$ cat src/rtl/point_pkg.sv
// Shared types for the dav_/rfd coordinate link: handshake FSM encoding,
// default coordinate width and the quadrant mapping used by the consumer side.
package point_pkg;

    localparam int W_DEF = 3;

    typedef enum logic [1:0] {
        S0 = 2'd0,  // idle, waiting for data and a ready consumer
        S1 = 2'd1,  // coordinates loaded, dav_ falls next edge
        S2 = 2'd2,  // waiting for the consumer to drop rfd
        S3 = 2'd3   // waiting for the consumer to become ready again
    } state_t;

    function automatic logic [1:0] quadrant(input logic [W_DEF-1:0] x,
                                            input logic [W_DEF-1:0] y);
        return {x[W_DEF-1], ~y[W_DEF-1]};
    endfunction

endpackage

$ cat src/rtl/point_fifo.sv
// Small coordinate-pair FIFO with registered full/empty and a sticky
// overflow flag; a push is qualified against full before any same-cycle pop.
module point_fifo #(
    parameter int W     = 3,
    parameter int DEPTH = 4,
    parameter int AW    = 2
) (
    input  logic         clock,
    input  logic         reset_,
    input  logic         push_req,
    input  logic [W-1:0] in_x,
    input  logic [W-1:0] in_y,
    input  logic         pop,
    output logic [W-1:0] head_x,
    output logic [W-1:0] head_y,
    output logic         full,
    output logic         empty,
    output logic         overflow
);

    localparam logic [AW:0] FULL_COUNT = (AW+1)'(DEPTH);

    logic [2*W-1:0] mem [DEPTH];
    logic [AW-1:0]  wr_ptr;
    logic [AW-1:0]  rd_ptr;
    logic [AW:0]    count;
    logic [AW:0]    count_next;
    logic           push;
    logic           do_pop;

    assign push       = push_req && !full;
    assign do_pop     = pop && !empty;
    assign count_next = count + {{AW{1'b0}}, push} - {{AW{1'b0}}, do_pop};
    assign {head_x, head_y} = mem[rd_ptr];

    always_ff @(posedge clock) begin
        if (!reset_) begin
            wr_ptr   <= '0;
            rd_ptr   <= '0;
            count    <= '0;
            full     <= 1'b0;
            empty    <= 1'b1;
            overflow <= 1'b0;
        end else begin
            if (push)
                wr_ptr <= wr_ptr + AW'(1);
            if (do_pop)
                rd_ptr <= rd_ptr + AW'(1);
            count <= count_next;
            full  <= (count_next == FULL_COUNT);
            empty <= (count_next == '0);
            if (push_req && full)
                overflow <= 1'b1;
        end
    end

    // Storage carries no reset; the cleared pointers make stale entries unreachable.
    always_ff @(posedge clock) begin
        if (push)
            mem[wr_ptr] <= {in_x, in_y};
    end

endmodule

$ cat src/rtl/point_producer.sv
// Transmit end of the dav_/rfd coordinate link: pops buffered (X,Y) pairs and
// presents each one through a four-phase handshake, counting completed transfers.
module point_producer
    import point_pkg::*;
#(
    parameter int W     = W_DEF,
    parameter int DEPTH = 4,
    parameter int AW    = 2,
    parameter int CW    = 8
) (
    input  logic          clock,
    input  logic          reset_,
    input  logic          wr_en,
    input  logic [W-1:0]  wr_x,
    input  logic [W-1:0]  wr_y,
    output logic          full,
    output logic          empty,
    output logic          overflow,
    input  logic          rfd,
    output logic          dav_,
    output logic [W-1:0]  X,
    output logic [W-1:0]  Y,
    output logic [CW-1:0] sent
);

    state_t       state;
    state_t       state_next;
    logic         pop;
    logic         present;
    logic         ack;
    logic [W-1:0] head_x;
    logic [W-1:0] head_y;

    point_fifo #(
        .W     (W),
        .DEPTH (DEPTH),
        .AW    (AW)
    ) u_fifo (
        .clock    (clock),
        .reset_   (reset_),
        .push_req (wr_en),
        .in_x     (wr_x),
        .in_y     (wr_y),
        .pop      (pop),
        .head_x   (head_x),
        .head_y   (head_y),
        .full     (full),
        .empty    (empty),
        .overflow (overflow)
    );

    always_comb begin
        state_next = state;
        pop        = 1'b0;
        present    = 1'b0;
        ack        = 1'b0;
        case (state)
            S0: begin
                if (!empty && rfd) begin
                    pop        = 1'b1;
                    state_next = S1;
                end
            end
            S1: begin
                present    = 1'b1;
                state_next = S2;
            end
            S2: begin
                if (!rfd) begin
                    ack        = 1'b1;
                    state_next = S3;
                end
            end
            S3: begin
                if (rfd)
                    state_next = S0;
            end
            default: state_next = S0;
        endcase
    end

    // X/Y load only on the pop edge, so they hold steady for the whole dav_ low window.
    always_ff @(posedge clock) begin
        if (!reset_) begin
            state <= S0;
            dav_  <= 1'b1;
            X     <= '0;
            Y     <= '0;
            sent  <= '0;
        end else begin
            state <= state_next;
            if (pop) begin
                X <= head_x;
                Y <= head_y;
            end
            if (present)
                dav_ <= 1'b0;
            if (ack) begin
                dav_ <= 1'b1;
                sent <= sent + CW'(1);
            end
        end
    end

endmodule

$ cat config.mk
export PLATFORM = sky130hd
export DESIGN_NAME = point_producer
export DESIGN_NICKNAME = d
export VERILOG_FILES = /design/src/rtl/point_pkg.sv /design/src/rtl/point_fifo.sv /design/src/rtl/point_producer.sv
export SDC_FILE = /design/constraint.sdc
export NUM_CORES = 1
export LEC_CHECK = 0
export CAP_MARGIN = 10
export CORE_MARGIN = 2
export CORE_UTILIZATION = 49
export DETAILED_ROUTE_END_ITERATION = 8
export PLACE_DENSITY_LB_ADDON = 0.15
export RECOVER_POWER = 100
export SLEW_MARGIN = 10
export SYNTH_ARGS = -nofsm -noshare
export SYNTH_HDL_FRONTEND = slang
export SYNTH_SLANG_ARGS = --single-unit
$ cat constraint.sdc
create_clock -name clock -period 2.3 [get_ports clock]
set_input_delay 0.345 -clock clock [delete_from_list [all_inputs] [get_ports clock]]
set_output_delay 0.345 -clock clock [all_outputs]
set_load 0.1 [all_outputs]
Word-level counts from Yosys, hierarchy flattened
Memory sizes are Yosys's and may differ from the RTL's. A register that Yosys moved wholly into a read port is not among the register bits.
Cells that the tools add are included.
Widths: inputs -> output; s select.
{"block": "totals", "mem_bits_rw": 24, "wordCells": 45, "regBits": 21, "out_inout_bits": 18, "rom_bits": 0, "input_bits": 10, "mem_count": 1, "latchBits": 0}
{"block": "op_classes", "bitwise": 1, "shifts": 0, "multipliers": 0, "order_cmp": 0, "eq_ne": 7, "div": 0, "n_reduce_logical": 11, "muxes": 11, "add_sub_neg": 5}
{"name": "u_fifo.mem", "words": 4, "width": 6, "read_ports": 1, "rd_clocked_by_memory_dff": 1, "wr": 1, "line_no": "point_fifo.sv:23", "source": "logic [2*W-1:0] mem [DEPTH];"}
{"op": "$add 8x1->8 const B", "count": 1}
{"op": "$pmux 2 s4", "count": 1}
{"op": "$mux 1", "count": 7}
{"op": "$mux 2", "count": 3}
{"op": "$ne 2x2->1 const B", "count": 3}
{"op": "$add 2x1->2 const B", "count": 2}
{"op": "$eq 2x2->1 const B", "count": 2}
{"op": "$logic_and 1x1->1", "count": 4}
{"op": "$add 3x1->3", "count": 1}
{"op": "$eq 3x3->1 const B", "count": 1}
{"op": "$logic_not 1->1", "count": 3}
{"op": "$logic_not 3->1", "count": 1}
{"op": "$reduce_and 3->1", "count": 1}
{"op": "$sub 3x1->3", "count": 1}
{"op": "$eq 2x1->1 const B", "count": 1}
{"op": "$logic_not 2->1", "count": 1}
{"op": "$reduce_or 2->1", "count": 1}
{"op": "$not 1->1", "count": 1}

Logic depth before layout (Yosys ltp)
Gate-level depths: netlist of run 1.
{"block": "logic_depth", "depth_word": 7, "depth_mapped": 11, "depth_no_buf": 10}

By module
A second synthesis of run 1 with hierarchy kept.
{"block": "unflattened", "cells_unflattened": 166, "hier_area_um2": 2175.8}
{"module": "point_fifo", "instances": 1, "cells_each": 83, "area_per_inst_um2": 1412.6, "seq_area_each_um2": 960.9}
{"module": "point_producer", "instances": 1, "cells_each": 83, "area_per_inst_um2": 763.2, "seq_area_each_um2": 340.3}

Worst setup path before layout of run 1
No wires, ideal clock.
{"block": "synth_timing", "path_kind": "reg2reg", "startpoint": "register u_fifo.empty", "endpoint": "register u_fifo.full", "synth_period_minus_slack_ns": 2.806, "required_time_ns": 2.188, "t_arrival_ns": 2.693, "setup_ns": 0.112, "path_stages_with_launch": 10, "setup_slack_ns": -0.506, "path_buffers": 1, "path_cell_list": "dfxtp_1 -> and3b_1 -> buf_2 -> ha_1 -> inv_1 -> ha_1 -> fa_1 -> xnor3_1 -> nand2_1 -> nor2_1"}
{"block": "synth_between", "elab_chain_len": 7}
{"item": "from (decl)", "line_no": "point_fifo.sv:17", "source": "output logic empty,"}
{"item": "from (signal assigned)", "line_no": "point_fifo.sv:51", "source": "empty <= (count_next == '0);"}
{"item": "$logic_not 1->1 (*)", "line_no": "point_fifo.sv:32, point_producer.sv:59"}
{"item": "$logic_and 1x1->1", "line_no": "point_producer.sv:59", "source": "if (!empty && rfd) begin"}
{"item": "$mux 1", "line_no": "point_producer.sv:59"}
{"item": "$mux 1", "line_no": "point_producer.sv:57", "source": "case (state)"}
{"item": "$logic_and 1x1->1 (*)", "line_no": "point_fifo.sv:32", "source": "assign do_pop = pop && !empty;"}
{"item": "via u_fifo.do_pop", "line_no": "point_fifo.sv:29", "source": "logic do_pop;"}
{"item": "$sub 3x1->3 (*)", "line_no": "point_fifo.sv:33", "source": "assign count_next = count + {{AW{1'b0}}, push} - {{AW{1'b0}}, do_pop};"}
{"item": "$eq 3x3->1 (*)", "line_no": "point_fifo.sv:50", "source": "full <= (count_next == FULL_COUNT);"}
{"item": "to (signal assigned)", "line_no": "point_fifo.sv:50"}
{"item": "to (decl)", "line_no": "point_fifo.sv:16", "source": "output logic full,"}
Mark *: on every way through the listed nets, which the timed path passes. The rest lies on a longest branch.
A chain may end at the register's enable or synchronous reset.

Worst setup path in the final report of run 1
{"block": "layout_timing", "startpoint": "register state[0]", "endpoint": "register u_fifo.empty"}
{"block": "layout_between", "elab_chain_len": 5}
{"item": "from (decl)", "line_no": "point_producer.sv:26", "source": "state_t state;"}
{"item": "from (signal assigned)", "line_no": "point_producer.sv:91", "source": "state <= state_next;"}
{"item": "$logic_not 2->1", "line_no": "point_producer.sv:57"}
{"item": "$mux 1", "line_no": "point_producer.sv:57"}
{"item": "$logic_and 1x1->1", "line_no": "point_fifo.sv:32"}
{"item": "$sub 3x1->3", "line_no": "point_fifo.sv:33"}
{"item": "via u_fifo.count_next[1]", "line_no": "point_fifo.sv:27", "source": "logic [AW:0] count_next;"}
{"item": "$logic_not 3->1", "line_no": "point_fifo.sv:51"}
The timed path passes the listed nets, and every way through them passes these cells.

==> impl_metrics.ini, run 1 <==
[timing]
worstMarginPinSlew_ps = 1170
hold_violations = 0
rsz0062_at_grt = no
tns_ps = 0
setup_violations = 0
fmax_ghz = 0.457
skew_ps = 8.87
slew_viol_final = 0
fin_crit_ps = 2190
fin_crit_sh_pct = 95.2
maxSlewHeadroom_pct = 22.4

[clock_network]
cts_buffers = 5
tritoncts = built
cts_root_buf = clkbuf_8
holdBufCountCts = 0
clockBufferDepth = 2
path_clk_slew_ps = 90
clk-insertion-delay-late_ps = 300
clock-sinks = 51
h-tree-depth = 2

[route]
via_per_inst = 5.16
final_antenna_net_count = 0
drc_errors = 0
wirelength_um = 3610
drtIter0Drc = 44
dr.pass1.iters = 4
routedWlPerCell_um = 14.3
vias = 1301

[logic_synthesis]
synth_cells = 166
yosys_warnings = 0
synth_cell_types = 34
ys_seq_area_share_pct = 58.7
async_flop_share_pct = 0
synth_edf_count = 24
syn_nets = 189
synth.avg_cell_area_um2 = 12.9
synth_ff_type = dfxtp_1
ys_ff_latch = 51
netlist_area_um2 = 2150

[worst_setup_path]
crit_type = reg2reg
cp-start-kind = flop
critPathRequiredTime_ps = 2530
worst_path_max_delay_cell = fa_1
worstSetupPathDepth = 9
rr_worst_depth = 9
cp-end-kind = flop
max_stage_delay_ps = 470
path_cells = inv_2, ha_2, and3b_1, ha_1, inv_1, ha_1, fa_1, or2_4, o21ai_2
cp.arrival_ps = 2420
cp_num_buf_inv = 2
critPathTopFamily = adder cells
cpMostUsedCell = ha_1
crit_fanout = 3
reg2reg_slack_ps = 110

[floorplanning]
die_w_um = 70.2
dieArea_um2 = 4930
core_area_um2 = 4290
io-pin-count = 28
rows = 24
initial_core_util_pct = 50.0
die_y_um = 70.2

[global_route]
grt_max_degree = 16
grt_overflow_total = 0
antenna_found_initial = 0
grtUsageTotal_pct = 16.3
grt_pass1_wl_um = 6040
grt_pass1_vias = 1339

[layout]
multi_input_area_um2 = 805
drive_gt1_share_pct = 15.5
n_fill_cell = 379
layout.cells.non_filler = 252
n_antenna_cell = 0
finish.utilization_pct = 57.6
finalNetCount = 222
syn2layout_area_growth_pct = 15.1
seq_area_um2 = 1270

[placement]
dp_cells = 241
dp_hpwl_um = 2710
io_buffers = 27
gp_congestion = 0.704

[power]
ir_worst_vdd_mv = 0.558
leakage_nw = 0.898
power.density_nw_per_um2 = 1100

[job]
max_cap_violations = 0

[min_path]
min_path_cells = 2
hold_path_class = reg2reg

[outcome]
status = completed
==> per-layer routing <==
| layer | part of all wire (%) | GRT usage (%) | vias to the layer above | routed length (um) |
|---|---|---|---|---|
| li1 | - | - | 649 | - |
| met1 | 44 | 19.9 | 622 | 1590 |
| met2 | 49 | 26.9 | 26 | 1780 |
| met3 | 4.8 | 5.19 | 4 | 172 |
| met4 | 1.7 | 6.20 | 0 | 62 |
| met5 | 0 | 0 | - | 0 |
==> registers in the layout (all words and copies together), names as in the netlist, 2 cells and up <==
name and cells:
X 3, Y 3, sent 8, state 2, u_fifo.count 3, u_fifo.mem 24, u_fifo.rd_ptr 2, u_fifo.wr_ptr 2
==> through the flow <==
step / cell area [um^2] / total power [mW] / setup slack [ps] / hold WS (ps)
finish: 2470 / 2.72 / 111 / 466
global route: 2470 / 2.89 / 13.0 / 484
CTS: 2540 / 2.75 / 38.5 / 470
detailed placement: 2440 / 2.24 / -221 / 458
global placement: 2440 / 2.19 / -116 / 449
floorplan: 2160 / 2.01 / 1.05 / 444
==> cell usage after synthesis, types with 2 or more instances <==
cell	instances	share of area (%)
o31ai_1	2	0.70
and2_1	7	2.0
xnor2_1	2	0.82
ha_1	12	7.0
inv_1	10	1.7
nand2_1	14	2.4
xor2_1	3	1.2
mux2i_1	5	2.3
dfxtp_1	27	25
o21ai_0	4	0.93
or3_1	2	0.58
a21oi_1	7	1.6
nand3_1	2	0.47
clkbuf_1	3	0.52
edfxtp_1	24	34
o2bb2ai_1	6	2.4
nand2b_1	2	0.58
nor2_1	9	1.6
or4_1	2	0.70
buf_2	4	0.93
mux4_2	6	6.3
==> repair_timing <==
item / CTS / global route
buffers inserted: 2 / 1
pin swaps: 0 / 0
setup endpoints to repair: 1 / 2
resized for setup: 1 / 3
==> where the power goes <==
group / total (mW) / switching (mW) / internal, mW
clock network: 0.497 / 0.284 / 0.213
registers: 1.20 / 0.0957 / 1.11
logic: 1.03 / 0.652 / 0.375
==> tightest hold or removal path, cell delays in order, from the launching register on <==
cell	delay [ps]
dfxtp_1	320
nand2_1	50
o2bb2ai_1	60
==> kinds of logic (layout without fill, tap and decap cells) <==
kind of cell | Yosys count | in the layout | share of synthesized area, %
compound gates | 19 | 19 | 5.71
xor+xnor | 6 | 6 | 3.09
fa+ha+maj | 13 | 13 | 7.92
buf+inv | 19 | 53 | 3.90
flops | 51 | 51 | 58.7
mux | 11 | 11 | 8.62
simple gates | 47 | 47 | 12.1
==> cell usage in the layout, fill, tap and decap left out, types with 2 or more instances in the layout <==
cell type      Yosys  layout
inv_1             10       8
dfxtp_2            0       3
and2_1             7       2
and2_0             0       5
nand2b_1           2       3
xor2_1             3       3
ha_1              12      11
xnor2_1            2       2
buf_4              0       6
o21ai_0            4       3
mux2i_1            5       5
dlygate4sd3_1      0       8
a21oi_1            7       7
clkbuf_8           0       5
edfxtp_1          24      24
nand2_1           14      14
o31ai_1            2       2
dfxtp_1           27      23
clkbuf_1           3      20
inv_2              0       2
or4_1              2       2
nor2_1             9       9
mux4_2             6       6
or3_1              2       2
o2bb2ai_1          6       6
nand3_1            2       2
==> area by class of cell <==
| type | instances | area share (%) |
|---|---|---|
| clock buffer | 6 | 2.94 |
| tap | 52 | 2.63 |
| inverter | 10 | 1.52 |
| sequential | 51 | 51.3 |
| multi-input combinational | 96 | 32.5 |
| clock inverter | 2 | 0.506 |
| timing repair buffer | 35 | 8.55 |
==> final timing paths <==
check                              start           end
worst min-delay path                X[0]          X[0]
worst min register to register      X[0]          X[0]
worst max-delay path            state[0]  u_fifo.empty
worst max register to register  state[0]  u_fifo.empty
Power figures use the tool's default switching activity.
==> run 2, diff against run 1 <==
--- a/config.mk
+++ b/config.mk
@@ -11,7 +11,7 @@
 export DETAILED_ROUTE_END_ITERATION = 8
 export PLACE_DENSITY_LB_ADDON = 0.15
 export RECOVER_POWER = 100
-export SLEW_MARGIN = 10
+export SLEW_MARGIN = 25
 export SYNTH_ARGS = -nofsm -noshare
 export SYNTH_HDL_FRONTEND = slang
 export SYNTH_SLANG_ARGS = --single-unit
==> constraint.sdc (replaced) <==
create_clock -name clock -period 2.3 [get_ports clock]
set_input_delay 0.345 -clock clock [delete_from_list [all_inputs] [get_ports clock]]
set_output_delay 0.345 -clock clock [all_outputs]
set_load 0.02 [all_outputs]
==> impl_metrics.ini, run 2 (same netlist as run 1, synthesis figures left out) <==
[outcome]
status = completed

[route]
dr.pass1.iters = 4
final_antenna_net_count = 0
via_per_inst = 5.18
routedWlPerCell_um = 14.0
vias = 1299
drc_errors = 0
wirelength_um = 3500
drtIter0Drc = 44

[min_path]
hold_path_class = reg2reg
min_path_cells = 2

[global_route]
grt_overflow_total = 0
grtUsageTotal_pct = 15.7
grt_pass1_wl_um = 5930
grt_max_degree = 18
antenna_found_initial = 0
grt_pass1_vias = 1313

[layout]
finalNetCount = 221
n_antenna_cell = 0
largest_register_ffs = 24
final_common_cell = dlygate4sd3_1
final_cell_mix = dlygate4sd3_1 (26), dfxtp_1 (25), edfxtp_1 (24)
regMostFlops = u_fifo.mem
syn2layout_area_growth_pct = 19.9
reg_top3 = u_fifo.mem: 24 flops, sent: 8 flops
drive_gt1_share_pct = 14.1
final_area_um2 = 2580

[job]
max_cap_violations = 0

[clock_network]
holdBufCountCts = 0
path_clk_slew_ps = 100
tritoncts = built
cts_root_buf = clkbuf_8
clockBufferDepth = 2
clk-insertion-delay-late_ps = 300
cts_buffers = 5
h-tree-depth = 2
clock-sinks = 51

[worst_setup_path]
critPathRequiredTime_ps = 2540
cp-end-kind = flop
cpMostUsedCell = ha_1
worst_path_max_delay_cell = fa_1
rr_worst_depth = 9
crit_fanout = 3
crit_type = reg2reg
cp.arrival_ps = 2430
cp-start-kind = flop
max_stage_delay_ps = 470
path_cells = inv_2, ha_2, and3b_1, ha_1, inv_1, ha_1, fa_1, or2_4, o21ai_2

[power]
combPwrFrac_pct = 31.0
ir_worst_vdd_mv = 0.476
power.density_nw_per_um2 = 960
p_switching_mw = 0.762
p_int_mw = 1.71
switching_share_pct = 30.8
clockPowerShare_pct = 20.7
leakage_nw = 0.986
seqPwrFrac_pct = 48.2

[floorplanning]
dieArea_um2 = 4930
rows = 24
core_area_um2 = 4290
die_w_um = 70.2
initial_core_util_pct = 50.0
die_y_um = 70.2
io-pin-count = 28

[placement]
dp_hpwl_um = 2530
gp_congestion = 0.723
placed_cell_area_um2 = 2480
io_buffers = 27

[timing]
slew_viol_final = 0
skew_ps = 9.13
rsz0062_at_grt = no
setup_violations = 0
fin_crit_ps = 2190
fmax_ghz = 0.456
fin_crit_sh_pct = 95.3
whs_ps = 466
maxSlewHeadroom_pct = 66.0
hold_violations = 0
worstMarginPinSlew_ps = 509
-- run 2: final timing paths --
kind,start,to,slack [ps]
worst min register to register,Y[2],Y[2],470
worst max register to register,state[0],u_fifo.empty,110
worst min-delay path,Y[2],Y[2],470
worst max-delay path,state[0],u_fifo.empty,110
-- run 2: critical path: cells and delay by family, from the launching register on --
family                   cells  cell delay, ps
flip-flops                   1             340
AO/OA/AOI/OAI                1             100
buffers and inverters        2              90
AND/OR/NAND/NOR              2             480
adder cells (fa/ha/maj)      4            1110
-- run 2: repair_timing --
action                                  CTS  global route
endpoints found under the setup margin    1             2
buffers inserted                          2             0
resized for setup                         1             5
pin swaps                                 0             1
-- run 2: layout make-up --
cell class,instances,area [um^2]
Tap cell,52,65.1
Multi-Input combinational cell,96,801
Fill cell,348,1720
Clock inverter,3,25.0
Timing Repair Buffer,34,315
Clock buffer,5,68.8
Inverter,10,37.5
Sequential cell,51,1260
-- run 2: power groups by stage --
stage | clock (mW) | sequential (mW) | combinational, mW
after floorplan | 0 | 1.24 | 0.487
final | 0.513 | 1.19 | 0.767
after CTS | 0.528 | 1.20 | 0.775
after global routing | 0.565 | 1.21 | 0.854
after global placement | 0 | 1.22 | 0.700
after detailed placement | 0 | 1.23 | 0.733
-- run 2: through the flow --
| step | util [%] | cells | worst slack [ps] | power, mW | setup TNS (ps) |
|---|---|---|---|---|---|
| 2_1_floorplan | - | 166 | 4.33 | 1.72 | 0 |
| 3_3_place_gp | 57.8 | 241 | -109 | 1.92 | -158 |
| 3_5_place_dp | 57.8 | 241 | -159 | 1.96 | -226 |
| 4_1_cts | 60.3 | 251 | 24.5 | 2.50 | 0 |
| 5_1_grt | 60.0 | 251 | 8.58 | 2.63 | 0 |
| 6_report | 60.0 | 251 | 108 | 2.47 | 0 |
-- run 2: routing by layer --
layer / vias to the layer above / track usage [%] / share of wire [%]
li1: 642 / - / -
met1: 616 / 18.2 / 43
met4: 0 / 5.77 / 2.5
met5: - / 0 / 0
met2: 32 / 27.4 / 50
met3: 9 / 4.91 / 4.5
==> run 3, diff against run 2 <==
--- a/config.mk
+++ b/config.mk
@@ -6,11 +6,15 @@
 export NUM_CORES = 1
 export LEC_CHECK = 0
 export CAP_MARGIN = 10
+export CELL_PAD_IN_SITES_DETAIL_PLACEMENT = 0
+export CELL_PAD_IN_SITES_GLOBAL_PLACEMENT = 1
 export CORE_MARGIN = 2
-export CORE_UTILIZATION = 49
+export CORE_UTILIZATION = 40
 export DETAILED_ROUTE_END_ITERATION = 8
+export GPL_ROUTABILITY_DRIVEN = 0
 export PLACE_DENSITY_LB_ADDON = 0.15
 export RECOVER_POWER = 100
+export SKIP_CTS_REPAIR_TIMING = 1
 export SLEW_MARGIN = 25
 export SYNTH_ARGS = -nofsm -noshare
 export SYNTH_HDL_FRONTEND = slang
==> impl_metrics.ini, run 3 (same netlist as run 1, synthesis figures left out) <==
[clock_network]
clk-insertion-delay-late_ps = 310
clockBufferDepth = 2
path_clk_slew_ps = 100
h-tree-depth = 2
tritoncts = built
clock-sinks = 51
cts_buffers = 5
cts_root_buf = clkbuf_8

[global_route]
grt_pass1_vias = 1247
grtUsageMet2_pct = 20.9
antenna_found_initial = 0
grtUsageTotal_pct = 13.0
grt_overflow_total = 0
busiest_layer = met2
use_met3_pct = 4.59
grt_max_degree = 20
grt_use_met1_pct = 16.2
grt_pass1_wl_um = 5980

[worst_setup_path]
cp.arrival_ps = 2450
reg2reg_slack_ps = 90
cp-end-kind = flop
critPathRequiredTime_ps = 2540
crit_type = reg2reg
cp-start-kind = flop
crit_fanout = 4

[power]
leakage_nw = 0.995
ir_worst_vdd_mv = 0.450
power_mw = 2.51
power.density_nw_per_um2 = 963

[layout]
drive_gt1_share_pct = 13.6
seq_area_um2 = 1270
finalNetCount = 221
n_antenna_cell = 0
finish.utilization_pct = 50.7
multi_input_area_um2 = 797
reg_top3 = u_fifo.mem: 24 flops, sent: 8 flops
syn2layout_area_growth_pct = 21.3
largest_register_ffs = 24
final_cell_mix = dlygate4sd3_1 (26), dfxtp_1 (25), edfxtp_1 (24)
regMostFlops = u_fifo.mem
layout.cells.non_filler = 269
n_fill_cell = 495
final_common_cell = dlygate4sd3_1

[job]
max_cap_violations = 0

[placement]
io_buffers = 27
dp_hpwl_um = 2610
dp_slack_ps = -131
dp_cells = 259

[timing]
fmax_ghz = 0.452
fin_crit_sh_pct = 96.2
slew_viol_final = 0
hold_violations = 0
skew_ps = 9.64
rsz0062_at_grt = no
worstMarginPinSlew_ps = 507
setup_violations = 0
fin_ws_ps = 87.9
maxSlewHeadroom_pct = 66.2
fin_crit_ps = 2210
tns_ps = 0

[route]
via_per_inst = 4.82
drc_errors = 0
wirelength_um = 3510
vias = 1297
drtIter0Drc = 65
final_antenna_net_count = 0
dr.pass1.iters = 4
routedWlPerCell_um = 13.0

[floorplanning]
die_w_um = 77.3
rows = 26
io-pin-count = 28
die_y_um = 77.3
core_area_um2 = 5140
dieArea_um2 = 5970
initial_core_util_pct = 41.8

[min_path]
hold_path_class = reg2reg

[outcome]
status = completed
[run 3: where the power goes]
group / internal, mW / switching [mW] / total [mW]
logic: 0.390 / 0.361 / 0.751
registers: 1.10 / 0.100 / 1.20
clock network: 0.230 / 0.325 / 0.556
[run 3: final cells by class]
class | count | share of cell area [%]
Multi-Input combinational cell | 96 | 30.6
Timing Repair Buffer | 34 | 12.2
Tap cell | 70 | 3.36
Sequential cell | 51 | 48.6
Clock inverter | 3 | 1.10
Inverter | 10 | 1.44
Clock buffer | 5 | 2.64
[run 3: worst paths after layout]
| kind | end | depth (start not counted) | startpoint |
|---|---|---|---|
| setup / recovery | u_fifo.full | 10 | state[0] |
| hold / removal | X[0] | 2 | X[0] |
| setup reg to reg | u_fifo.full | 10 | state[0] |
| hold reg to reg | X[0] | 2 | X[0] |
[run 3: routing by layer]
layer	vias up	wire length, um
met2	25	1770
li1	646	-
met5	-	0
met1	622	1530
met3	4	163
met4	0	41
[run 3: through the flow]
step / instance area (um^2) / hold WS [ps]
finish: 2610 / 472
CTS: 2600 / 481
floorplan: 2160 / 444
detailed placement: 2500 / 464
global route: 2610 / 496
global placement: 2500 / 454
[run 3: worst max-delay path: stages (launching register included)]
cell and delay (ps):
dfxtp_4 370, inv_2 50, ha_2 180, and3b_1 190, ha_1 280, inv_1 40
ha_1 200, fa_1 400, xnor3_1 240, nand2_1 90, nor2_2 120
